**config.mk**
```make
export PLATFORM = sky130hd
export DESIGN_NAME = dm_burst_reader
export DESIGN_NICKNAME = d
export VERILOG_FILES = /design/src/rtl/dm_burst_reader_pkg.sv /design/src/rtl/dm_burst_reader_addr_wrap.sv /design/src/rtl/dm_burst_reader.sv
export SDC_FILE = /design/constraint.sdc
export NUM_CORES = 1
export LEC_CHECK = 0
export BUFFER_PORTS_ARGS = -buffer_cell sky130_fd_sc_hd__buf_2
export CAP_MARGIN = 40
export CORE_UTILIZATION = 56
export CTS_BUF_LIST = sky130_fd_sc_hd__clkbuf_8
export CTS_CLUSTER_DIAMETER = 60
export DETAILED_ROUTE_END_ITERATION = 10
export PLACE_DENSITY = 0.81
export SYNTH_ARGS = -nofsm -noshare
export SYNTH_HDL_FRONTEND = slang
export SYNTH_HIERARCHICAL = 1
export SYNTH_SLANG_ARGS = --single-unit
```
**constraint.sdc**
```tcl
create_clock -name clk -period 4.17 [get_ports clk]
set_clock_uncertainty 0.2 [all_clocks]
set_input_delay 1.251 -clock clk [delete_from_list [all_inputs] [get_ports clk]]
set_output_delay 1.251 -clock clk [all_outputs]
set_load 0.1 [all_outputs]
```
**src/rtl/dm_burst_reader_pkg.sv**
```systemverilog
// Shared definitions for data-memory initiators: state encoding, DM geometry
// and a byte-span helper.
package dm_burst_reader_pkg;

  localparam int DM_WORDS_DEF = 1024;
  localparam int WORD_BYTES   = 4;

  typedef enum logic [1:0] {
    ST_IDLE  = 2'd0,
    ST_FETCH = 2'd1,
    ST_SEND  = 2'd2,
    ST_FIN   = 2'd3
  } dm_state_t;

  function automatic logic [31:0] dm_bytes(input int words);
    return 32'(words * WORD_BYTES);
  endfunction

endpackage

```
**src/rtl/dm_burst_reader_addr_wrap.sv**
```systemverilog
// Next word address in DM byte space, wrapping from the last word back to 0.
module dm_burst_reader_addr_wrap
  import dm_burst_reader_pkg::*;
#(
  parameter int DM_WORDS = DM_WORDS_DEF
) (
  input  logic [31:0] addr,
  output logic [31:0] next_addr
);

  logic [31:0] inc;

  assign inc       = addr + 32'(WORD_BYTES);
  assign next_addr = (inc == dm_bytes(DM_WORDS)) ? 32'd0 : inc;

endmodule

```
**src/rtl/dm_burst_reader.sv**
```systemverilog
// Read-only DM burst initiator: walks a word range, streams each word over
// valid/ready and keeps a running 32-bit checksum.
//
// state | meaning
// IDLE  | waiting for start; rejects misaligned or empty commands
// FETCH | capture DM at current DMA, accumulate checksum
// SEND  | present rd_data until the downstream handshake
// FIN   | one-cycle done pulse, back to IDLE
module dm_burst_reader
  import dm_burst_reader_pkg::*;
#(
  parameter int DM_WORDS = DM_WORDS_DEF,
  parameter int CNT_W    = 11
) (
  input  logic             clk,
  input  logic             reset,
  input  logic             start,
  input  logic [31:0]      base_addr,
  input  logic [CNT_W-1:0] word_count,
  output logic [31:0]      DMA,
  output logic             DMWE,
  input  logic [31:0]      DM,
  output logic [31:0]      rd_data,
  output logic             rd_valid,
  input  logic             rd_ready,
  output logic             rd_last,
  output logic             busy,
  output logic             done,
  output logic             err_align,
  output logic [31:0]      checksum
);

  localparam logic [31:0] DM_BYTES = dm_bytes(DM_WORDS);

  dm_state_t        state;
  logic [CNT_W-1:0] remaining;
  logic [31:0]      next_addr;

  dm_burst_reader_addr_wrap #(.DM_WORDS(DM_WORDS)) u_wrap (
    .addr      (DMA),
    .next_addr (next_addr)
  );

  assign DMWE = 1'b0;

  always_ff @(posedge clk) begin
    if (!reset) begin
      state     <= ST_IDLE;
      remaining <= '0;
      DMA       <= '0;
      rd_data   <= '0;
      rd_valid  <= 1'b0;
      rd_last   <= 1'b0;
      busy      <= 1'b0;
      done      <= 1'b0;
      err_align <= 1'b0;
      checksum  <= '0;
    end else begin
      done <= 1'b0;
      case (state)
        ST_IDLE: begin
          if (start) begin
            checksum  <= '0;
            err_align <= 1'b0;
            if (base_addr[1:0] != 2'b00) begin
              err_align <= 1'b1;
              done      <= 1'b1;
            end else if (word_count == '0) begin
              done <= 1'b1;
            end else begin
              // out-of-range bases alias onto the DM image
              DMA       <= base_addr % DM_BYTES;
              remaining <= word_count;
              busy      <= 1'b1;
              state     <= ST_FETCH;
            end
          end
        end
        ST_FETCH: begin
          rd_data  <= DM;
          checksum <= checksum + DM;
          rd_valid <= 1'b1;
          rd_last  <= (remaining == CNT_W'(1));
          state    <= ST_SEND;
        end
        ST_SEND: begin
          if (rd_valid && rd_ready) begin
            rd_valid  <= 1'b0;
            remaining <= remaining - CNT_W'(1);
            if (rd_last) begin
              busy  <= 1'b0;
              done  <= 1'b1;
              state <= ST_FIN;
            end else begin
              DMA   <= next_addr;
              state <= ST_FETCH;
            end
          end
        end
        ST_FIN: begin
          state <= ST_IDLE;
        end
        default: state <= ST_IDLE;
      endcase
    end
  end

endmodule
```
==> impl_results.md <==
- Status: finished, final reports clean
- CTS max path bufs: 2
- Arr. time, crit path: 3.72 ns
- Endpoints failing setup: 0
- Grt ovf: 0
- Critical Path RT: 4.32 ns
- Crit-path max cell delay: between 0.3 and 0.4 ns
- Setup Fix Bufs, Post-CTS: 0
- DR WL/cell: around 15 um
- #FFs+latches synth: 114
- Buffers on Ports: 159
- Largest cells by area after synthesis: dfxtp_1, nand2_1, a21boi_0, ha_1, xnor2_1
- Post-synthesis average cell area: 7.93 um^2
- Max cap viols: 0
- Cells after synthesis: 921
- Post_cts resized: 0
- Num rows: 41
- Synthesis-to-layout area growth: 17.2%
- FMAX: 0.280 GHz
- Critical path capture point type: flip-flop
- Ys async rst share: 0
- Die ar.: roughly 0.013 mm^2
- Hpwl dp: 13300 um
- Dominant cell type by area after synthesis: dfxtp_1
- CTS sink cnt: 114
- # hold bufs at CTS: 0
- Final worst slack: 0.597 ns
- GRT Total Usage: 0.287
- Ys flop type: dfxtp_1
- Worst vdd ir: around 0.23 mV
- Die Wd: 116 um
- Synthesized area: about 0.0073 mm^2
- Pre-CTS setup slack: 0.161 ns
- Warnings from Yosys: 6
- Vias/cell: 5.73
- CTS Buf Count: 17
- Syn Nets: 1036
- WL final: 18700 um
- Final Hold Violating Endpoints: 0
- Clk slew on worst S/H paths: around 0.070 ns
- LEAKAGE: 3.94 nW
- Initial Utilization: 0.576
- Final Slew Violations: 0
- Nets@finish: 1168
- Routability cong.: 0.907
- Unrepaired setup endpoints after global routing: false
- Crit-path cells: buf_2 > ha_1 > inv_1 > fa_1 > nor2b_1 > o21ba_1 > o31a_1 > a21oi_1 > a21bo_2 > o41ai_2 > xnor2_1 > a32o_1
- First-pass GRT wire length: 30600 um
- Clock Tree Root: clkbuf_8
- Worst-Margin Slew: approximately 0.96 ns
- Fin crit share: 0.857
- Area share of the largest cell type after synthesis: 0.313
- PD cells: 304 mW/mm^2
- Crit path time final: around 3.6 ns
- CTS tree: yes
- Synth cell count leaders: nand2_1, dfxtp_1, a21boi_0
- Routed vias: 7092
- Layout cell share with drive strength beyond 1: 0.221
- Synth cell types: 82
- Critical path launch point type: primary input
- WS Path Type: primary input to flip-flop
- Slew margin rel.: 0.357
- Largest net degree at the start of global routing: 49
- # IOs: between 150 and 200
- Core area: 0.0127 mm^2
- Overall power: 2.60 mW
- Number of flops mapped to enable cells by yosys: 0
- Critical path's slowest cell: fa_1
- TritonRoute pass-1 iters: 5
- CTS H-tree depth: 4
- # DRC: 0
- Final setup TNS: 0 ns
- Final core occ: 0.676
- Die height: 116 um
- Worst skew pair latency: 0.45 ns
- Worst min path class: flip-flop to flip-flop
- Initial antenna violation count: 1
- Count leader, synth: nand2_1
- Sequential area share after synthesis: 0.313
- Initial drt markers: about 550
- Crit-path max FO: 4
- Antenna-violating nets left: 0
- Number of global-route vias before repair: between 6000 and 7000
per-layer routing:
layer / vias up / part of all wire / wire [um] / global-route usage
met1: 3265 / 0.46 / 8490 / 0.354
met3: 30 / 0.065 / 1220 / 0.0778
met5: - / 0 / 0 / 0
met4: 0 / 0.024 / 454 / 0.127
li1: 3548 / - / - / -
met2: 249 / 0.46 / 8490 / 0.470
worst max-delay path: cells and delay by family:
kind / cells / cell delay, ns
xor gates and xnor gates: 1 / 0.12
adders and majority gates: 2 / 0.57
AOI/OAI and AO/OA: 6 / 1.40
and+or+nand+nor: 1 / 0.21
buffers and inverters: 2 / 0.16
kinds of logic (layout without fill, tap and decap cells):
kind of cell	count (synthesis)	after routing	synth area share
AND/OR/NAND/NOR	389	389	0.268
AO/OA/AOI/OAI	247	247	0.240
flip-flops	114	114	0.313
buffers and inverters	76	220	0.0458
XOR/XNOR	55	55	0.0660
adder cells (fa/ha/maj)	36	36	0.0627
multiplexers	3	3	0.00428
other	1	2	0.000514
per-stage QoR:
stage | cells | instance area [um^2] | hold slack (ns)
after floorplan | 921 | 7300 | 0.275
after global placement | 1204 | 8140 | 0.248
after detailed placement | 1206 | 8170 | 0.255
after CTS | 1237 | 8560 | 0.265
after global routing | 1237 | 8560 | 0.283
final | 1238 | 8560 | 0.260
state kept, by name, summed over array words and instances, names as in the netlist, 2 cells and up:
signal     cells
DMA           32
checksum      32
rd_data       32
remaining     11
state          2
worst paths after layout:
kind	startpoint	to	slack [ns]	cells past startpoint
setup / recovery	DM[0]	checksum[26]	0.60	12
hold / removal	rd_data[4]	rd_data[4]	0.26	2
setup reg to reg	DMA[2]	DMA[3]	0.92	10
hold reg to reg	rd_data[4]	rd_data[4]	0.26	2
cells in the final DEF (no fill, tap or decap), drive strengths merged, types with 4 or more instances in the layout:
master,synthesis,layout
and3,14,14
a21oi,35,35
xor2,21,21
xnor2,34,34
nand2b,8,8
clkbuf,40,24
nor4,9,9
nor2,26,26
nor3,11,11
nand3b,4,4
a31oi,11,11
and4,4,4
or2,4,4
inv,18,21
buf,18,171
o211a,17,17
nand4,14,14
o21ai,47,47
o31ai,8,8
and2,10,10
ha,35,35
nor3b,4,4
nor2b,19,19
a21boi,61,61
or3,4,4
dfxtp,114,114
a211oi,7,7
a21o,10,10
nand2,188,188
a22oi,13,13
nand3,60,60
area by class of cell:
cell class | instances | area (um^2)
Sequential cell | 114 | 2280
Tap cell | 172 | 215
Antenna cell | 1 | 2.50
Multi-Input combinational cell | 731 | 4700
Inverter | 18 | 67.6
Clock buffer | 24 | 330
Timing Repair Buffer | 171 | 906
Fill cell | 1105 | 4110
Clock inverter | 7 | 56.3
where the power goes:
part	total (mW)	switching, mW	internal (mW)
Combinational	0.452	0.320	0.132
Clock	1.00	0.435	0.569
Sequential	1.14	0.0302	1.11
Total	2.60	0.786	1.82
(Power assumes the default switching activity.)
